===== src/rtl/can_pkg.sv =====
// Shared CAN definitions: CRC-15 polynomial, field lengths, tx state encoding
// and the bit-serial CRC step used by both the transmit and receive blocks.
package can_pkg;

  localparam logic [14:0] CRC15_POLY = 15'h4599;

  localparam int CRC_LEN   = 15;
  localparam int EOF_LEN   = 7;
  localparam int IFS_LEN   = 3;
  localparam int FRAME_MAX = 83;
  localparam int FRAME_MIN = 19;

  typedef enum logic [2:0] {
    ST_IDLE,
    ST_FRAME,
    ST_CRC,
    ST_CRC_DELIM,
    ST_ACK,
    ST_ACK_DELIM,
    ST_EOF,
    ST_IFS
  } tx_state_e;

  // One CRC-15 shift step for a single serial bit.
  function automatic logic [14:0] crc15_step(input logic [14:0] crc, input logic din);
    logic nxt;
    nxt = din ^ crc[14];
    return {crc[13:0], 1'b0} ^ (nxt ? CRC15_POLY : 15'h0000);
  endfunction

endpackage


===== src/rtl/can_crc_tx_if.sv =====
// Request / status bundle between a frame producer and the CAN CRC transmitter.
interface can_crc_tx_if;
  import can_pkg::*;

  logic                   start;
  logic [FRAME_MAX-1:0]   frame_bits;
  logic [6:0]             frame_len;
  logic                   tx;
  logic                   stuff_en;
  logic                   ack_slot;
  logic                   busy;
  logic                   done;
  logic                   len_err;
  logic [CRC_LEN-1:0]     crc;
  logic                   crc_valid;

  modport master (
    output start, frame_bits, frame_len,
    input  tx, stuff_en, ack_slot, busy, done, len_err, crc, crc_valid
  );

  modport slave (
    input  start, frame_bits, frame_len,
    output tx, stuff_en, ack_slot, busy, done, len_err, crc, crc_valid
  );

endinterface


===== src/rtl/can_bit_timer.sv =====
// Free-running bit-time divider: counts 0..CLKS_PER_BIT-1 while enabled,
// parked at 0 otherwise, flags the last clock of each bit.
module can_bit_timer #(
  parameter int CLKS_PER_BIT = 4
) (
  input  logic clk,
  input  logic rst_n,
  input  logic en,
  output logic bit_end
);

  localparam int W = (CLKS_PER_BIT > 2) ? $clog2(CLKS_PER_BIT) : 1;

  logic [W-1:0] cnt;

  // Bit-time counter, cleared whenever the transmitter is idle.
  always_ff @(posedge clk or negedge rst_n) begin
    if (!rst_n)                          cnt <= '0;
    else if (!en)                        cnt <= '0;
    else if (cnt == W'(CLKS_PER_BIT-1))  cnt <= '0;
    else                                 cnt <= cnt + W'(1);
  end

  assign bit_end = en && (cnt == W'(CLKS_PER_BIT-1));

endmodule


===== src/rtl/can_crc_tx.sv =====
// CAN 2.0A transmit serialiser: sends a latched frame head MSB-first, appends
// CRC-15 computed on the fly, then the recessive delimiter/ACK/EOF/IFS tail.
module can_crc_tx
  import can_pkg::*;
#(
  parameter int CLK_FREQ_MHZ  = 1,
  parameter int BIT_RATE_KBPS = 250
) (
  input  logic        clk,
  input  logic        rst_n,
  can_crc_tx_if.slave bus
);

  // Must divide exactly and be at least 2.
  localparam int CLKS_PER_BIT = CLK_FREQ_MHZ * 1000 / BIT_RATE_KBPS;

  tx_state_e            state, state_nxt;
  logic [FRAME_MAX-1:0] sh;          // frame head, current bit at the top
  logic [6:0]           len_q;
  logic [6:0]           cnt;         // bit index within the current field
  logic [CRC_LEN-1:0]   crc_q;       // running / frozen CRC
  logic [CRC_LEN-1:0]   crc_sh;      // copy shifted out during the CRC field
  logic [CRC_LEN-1:0]   crc_next;
  logic                 crc_valid_q;
  logic                 done_q;
  logic                 len_err_q;
  logic                 bit_end;
  logic                 field_last;
  logic                 step;
  logic                 len_ok;
  logic                 accept;

  can_bit_timer #(.CLKS_PER_BIT(CLKS_PER_BIT)) u_timer (
    .clk     (clk),
    .rst_n   (rst_n),
    .en      (state != ST_IDLE),
    .bit_end (bit_end)
  );

  assign len_ok   = (bus.frame_len >= 7'(FRAME_MIN)) && (bus.frame_len <= 7'(FRAME_MAX));
  assign accept   = bus.start && (state == ST_IDLE) && len_ok;
  assign crc_next = crc15_step(crc_q, sh[FRAME_MAX-1]);
  assign step     = bit_end && field_last;

  // Last bit of the current field; single-bit fields always end on bit_end.
  always_comb begin
    field_last = 1'b1;
    case (state)
      ST_FRAME: field_last = (cnt == len_q - 7'd1);
      ST_CRC:   field_last = (cnt == 7'(CRC_LEN - 1));
      ST_EOF:   field_last = (cnt == 7'(EOF_LEN - 1));
      ST_IFS:   field_last = (cnt == 7'(IFS_LEN - 1));
      default:  field_last = 1'b1;
    endcase
  end

  // State register.
  always_ff @(posedge clk or negedge rst_n) begin
    if (!rst_n) state <= ST_IDLE;
    else        state <= state_nxt;
  end

  // Next-state: walk the fixed field sequence, one field per step.
  always_comb begin
    state_nxt = state;
    case (state)
      ST_IDLE:      if (accept) state_nxt = ST_FRAME;
      ST_FRAME:     if (step)   state_nxt = ST_CRC;
      ST_CRC:       if (step)   state_nxt = ST_CRC_DELIM;
      ST_CRC_DELIM: if (step)   state_nxt = ST_ACK;
      ST_ACK:       if (step)   state_nxt = ST_ACK_DELIM;
      ST_ACK_DELIM: if (step)   state_nxt = ST_EOF;
      ST_EOF:       if (step)   state_nxt = ST_IFS;
      ST_IFS:       if (step)   state_nxt = ST_IDLE;
      default:                  state_nxt = ST_IDLE;
    endcase
  end

  // Outputs decoded from state; everything past the CRC field is recessive.
  always_comb begin
    bus.tx       = 1'b1;
    bus.stuff_en = 1'b0;
    bus.ack_slot = 1'b0;
    bus.busy     = (state != ST_IDLE);
    case (state)
      ST_FRAME: begin
        bus.tx       = sh[FRAME_MAX-1];
        bus.stuff_en = 1'b1;
      end
      ST_CRC: begin
        bus.tx       = crc_sh[CRC_LEN-1];
        bus.stuff_en = 1'b1;
      end
      ST_ACK:  bus.ack_slot = 1'b1;
      default: ;
    endcase
  end

  // Datapath: latch on accept, shift frame and CRC at each bit end, pulses.
  always_ff @(posedge clk or negedge rst_n) begin
    if (!rst_n) begin
      sh          <= '0;
      len_q       <= '0;
      cnt         <= '0;
      crc_q       <= '0;
      crc_sh      <= '0;
      crc_valid_q <= 1'b0;
      done_q      <= 1'b0;
      len_err_q   <= 1'b0;
    end else begin
      done_q    <= 1'b0;
      len_err_q <= 1'b0;
      if (state == ST_IDLE) begin
        if (accept) begin
          sh          <= bus.frame_bits;
          len_q       <= bus.frame_len;
          cnt         <= '0;
          crc_q       <= '0;
          crc_valid_q <= 1'b0;
        end else if (bus.start) begin
          len_err_q <= 1'b1;
        end
      end else if (bit_end) begin
        cnt <= field_last ? 7'd0 : cnt + 7'd1;
        case (state)
          ST_FRAME: begin
            sh    <= sh << 1;
            crc_q <= crc_next;
            if (field_last) begin
              crc_sh      <= crc_next;
              crc_valid_q <= 1'b1;
            end
          end
          ST_CRC: crc_sh <= crc_sh << 1;
          ST_IFS: if (field_last) done_q <= 1'b1;
          default: ;
        endcase
      end
    end
  end

  assign bus.crc       = crc_q;
  assign bus.crc_valid = crc_valid_q;
  assign bus.done      = done_q;
  assign bus.len_err   = len_err_q;

endmodule


===== src/flat_wrapper.sv =====
// flat-port wrapper written by rule: the top's interface ports become plain ports
module can_crc_tx_flat import can_pkg::*;
#(
  parameter int CLK_FREQ_MHZ  = 1,
  parameter int BIT_RATE_KBPS = 250
)
  (clk, rst_n, bus_start, bus_frame_bits, bus_frame_len, bus_tx, bus_stuff_en, bus_ack_slot, bus_busy, bus_done, bus_len_err, bus_crc, bus_crc_valid);
  can_crc_tx_if bus_i ();
  input  logic clk;
  input  logic rst_n;
  input wire logic [$bits(bus_i.start)-1:0] bus_start;
  input wire logic [$bits(bus_i.frame_bits)-1:0] bus_frame_bits;
  input wire logic [$bits(bus_i.frame_len)-1:0] bus_frame_len;
  output wire logic [$bits(bus_i.tx)-1:0] bus_tx;
  output wire logic [$bits(bus_i.stuff_en)-1:0] bus_stuff_en;
  output wire logic [$bits(bus_i.ack_slot)-1:0] bus_ack_slot;
  output wire logic [$bits(bus_i.busy)-1:0] bus_busy;
  output wire logic [$bits(bus_i.done)-1:0] bus_done;
  output wire logic [$bits(bus_i.len_err)-1:0] bus_len_err;
  output wire logic [$bits(bus_i.crc)-1:0] bus_crc;
  output wire logic [$bits(bus_i.crc_valid)-1:0] bus_crc_valid;
  assign bus_i.start = bus_start;
  assign bus_i.frame_bits = bus_frame_bits;
  assign bus_i.frame_len = bus_frame_len;
  assign bus_tx = bus_i.tx;
  assign bus_stuff_en = bus_i.stuff_en;
  assign bus_ack_slot = bus_i.ack_slot;
  assign bus_busy = bus_i.busy;
  assign bus_done = bus_i.done;
  assign bus_len_err = bus_i.len_err;
  assign bus_crc = bus_i.crc;
  assign bus_crc_valid = bus_i.crc_valid;
  can_crc_tx #(.CLK_FREQ_MHZ(CLK_FREQ_MHZ), .BIT_RATE_KBPS(BIT_RATE_KBPS)) u_core (.clk(clk), .rst_n(rst_n), .bus(bus_i));
endmodule

===== config.mk =====
export PLATFORM = sky130hd
export DESIGN_NAME = can_crc_tx_flat
export DESIGN_NICKNAME = d
export VERILOG_FILES = /design/src/rtl/can_pkg.sv /design/src/rtl/can_crc_tx_if.sv /design/src/rtl/can_bit_timer.sv /design/src/rtl/can_crc_tx.sv /design/src/flat_wrapper.sv
export SDC_FILE = /design/constraint.sdc
export NUM_CORES = 1
export LEC_CHECK = 0
export CAP_MARGIN = 20
export CORE_ASPECT_RATIO = 1.5
export CORE_MARGIN = 4
export CORE_UTILIZATION = 30
export CTS_CLUSTER_DIAMETER = 120
export DETAILED_ROUTE_END_ITERATION = 7
export PLACE_DENSITY_LB_ADDON = 0.25
export SYNTH_ARGS = -nofsm -noshare
export SYNTH_HDL_FRONTEND = slang
export SYNTH_SLANG_ARGS = --single-unit

===== constraint.sdc =====
create_clock -name clk -period 3.25 [get_ports clk]
set_input_delay 0.65 -clock clk [delete_from_list [all_inputs] [get_ports clk]]
set_output_delay 0.65 -clock clk [all_outputs]
set_load 0.01 [all_outputs]

==> summary.txt <==
outcome - completed
largest net degree at the start of global routing - 81
vias in the first global route - 5282
GR Util All Layers - 0.1374
placed cells - 985
CTS Buf Count - 17
CP bufs+invs - 2
CTS tree - done
CP max stage cell - clkdlybuf4s50_1
Syn Nets - 719
Power Total - 3924 uW
Final Hold Fails - 0
TritonRoute pass-1 iters - 4
antenna violations before repair - 0
WL per Instance - 15.92 um
DR iter-0 viols - 191
final setup TNS - 0 ns
met1 Usage GRT - 0.1566
Syn Inst Count - 623
Post-CTS Setup Bufs - 0
RSZ-0062 raised after global routing - false
Syn Std Cell Area - 6447 um^2
clk root buf - clkbuf_16
antenna-violating nets left - 0
CP Class - register to primary output
DRC violations left - 0
H-tree Lvls - 4
most frequent cells in the layout - dfrtp_1, nand2_1, clkdlybuf4s50_1, o21ai_0, mux2i_1
leakage - 0.003403 uW
Syn Area/Cell - 10.35 um^2
area leader, netlist - dfrtp_1
Synth async-reset ratio - 1.000
final period utilization - 0.8646
global-route wire length before repair - 26320 um
core area - 21060 um^2
Setup Viol. Count Final - 0
post-cts sizing count - 0
GR Layer Usage met3 - 0.04018
Final #Nets - 832
Ports - 115
# fillers - 1997
YS warnings - 0
sequential share of the synthesized area - 0.5240
Req. time, crit path - 2.60 ns
M2 GR Usage - 0.2428
WL final - 16190 um
Die Y - 187.5 um
Layout Skew - 0.01139 ns
Critical Path Max Stage Delay - 0.53 ns
CP Max Fanout - 12
Crit path max-delay family - buffers and inverters
most common flop cell mapped by yosys - dfrtp_1
Setup crit end kind - primary output
cts hold-fix bufs - 0
vias - 4983
aggregate global routing overflow - 0
synth top area cells - dfrtp_1, mux2i_1, o21ai_0
die footprint - 23950 um^2
gr busiest metal - met2
Cell Pwr Density - 454.5 nW/um^2
Worst VDD drop - 0.3144 mV
max-slew violation count - 0
CTS Buffer Depth - 2
Slew headroom - 0.4123
Startpoint Class - register
most common cell after layout, fill and taps aside - dfrtp_1
EDFF count, synth - 0
maximum clock rate - 355.9 MHz
cells along the critical path - nor3_2 > inv_1 > clkdlybuf4s50_1
worst-skew pair later-pin latency - 0.42 ns
routed vias/inst - 4.900
Arrival @ worst endpoint - 2.16 ns
Clk pin slew, worst setup/hold paths - 0.06 ns
antenna fix cells - 0
Starting Density - 0.3061
I/O Buffers - 114
Worst Tran Pin Value - 0.8786 ns
routability cong. - 0.8766
Die Wd - 127.7 um
Cell variety after synth - 53
Final Non-Filler Cells - 1017
area grow syn2layout - 33.90%
share of cells above drive strength 1 - 0.1148
CTS sink cnt - 135
hpwl dp - 11610 um
max-cap violation count - 0
flops & latches, synth - 135
type of the worst min-delay path - primary input to asynchronous set/reset pin
Yosys top cell area share - 0.5240
Final Critical Period - 2.810 ns
row count - 65
-- cells in the mapped netlist, drive strengths merged, types with 2 or more instances --
cell,count
nand4,8
ha,3
o21ai,100
nor2,12
and3,2
mux2i,85
a21o,2
or2,10
clkbuf,22
nor3,4
xor2,8
nor2b,3
buf,19
nand2,121
a22o,10
and2,3
nand2b,8
inv,5
nand3,5
nor4,5
dfrtp,135
a21oi,3
a211o,2
a31oi,2
xnor2,10
o221a,14
o31ai,2
a211oi,3
-- metal layers --
metal / wire length [um] / share of wire
met2: 8551 / 0.53
met1: 6637 / 0.41
met5: 0 / 0
met3: 748 / 0.046
met4: 253 / 0.016
-- per-stage QoR --
step / instance area, um^2 / utilization / hold slack, ns / worst slack (ns)
global route: 8633 / 0.4099 / 0.3015 / 0.2677
floorplan: 6447 / - / 0.3544 / 0.7544
CTS: 8633 / 0.4099 / 0.2821 / 0.3709
global placement: 7998 / 0.3797 / 0.4279 / 0.4379
finish: 8633 / 0.4099 / 0.2433 / 0.4400
detailed placement: 7998 / 0.3797 / 0.4324 / 0.3966
-- path summary, 6_finish.rpt --
check	from	end	slack (ns)	depth (start not counted)
max in group asynchronous	rst_n	u_core.sh[74]	2.21	2
worst max register to register	u_core.len_q[0]	u_core.crc_sh[1]	0.60	9
worst min register to register	u_core.u_timer.cnt[0]	u_core.u_timer.cnt[0]	0.45	1
worst max-delay path	u_core.state[0]	bus_busy	0.44	3
min in group clk	u_core.u_timer.cnt[0]	u_core.u_timer.cnt[0]	0.45	1
worst min-delay path	rst_n	u_core.sh[11]	0.24	1
-- report_power, final --
group / internal (uW) / switching [uW]
combinational: 103 / 58.4
sequential: 1680 / 0
clock: 1320 / 766
-- cell type report --
class                      count  area [um^2]  area share
sequential                   135         3378      0.3913
multi-input combinational    442         2878      0.3333
timing repair buffer         135         1388      0.1607
clock buffer                  19        442.9     0.05130
tap                          268        335.3     0.03884
clock inverter                13        192.7     0.02232
inverter                       5        18.77    0.002174
-- cell families after synthesis --
kind of cell	count (synthesis)	synth area share
buffers and inverters	46	0.03183
AO/OA/AOI/OAI	149	0.1506
flip-flops	135	0.5240
XOR/XNOR	18	0.02445
multiplexers	86	0.1337
AND/OR/NAND/NOR	186	0.1296
adder cells (fa/ha/maj)	3	0.005822
-- flip-flops by register name, indices dropped and copies added (netlist names), 2 cells and up --
register            flops
u_core.bus.crc         15
u_core.cnt              7
u_core.crc_sh          15
u_core.len_q            7
u_core.sh              83
u_core.state            3
u_core.u_timer.cnt      2
Note: power is estimated with default switching activity, not from simulation.
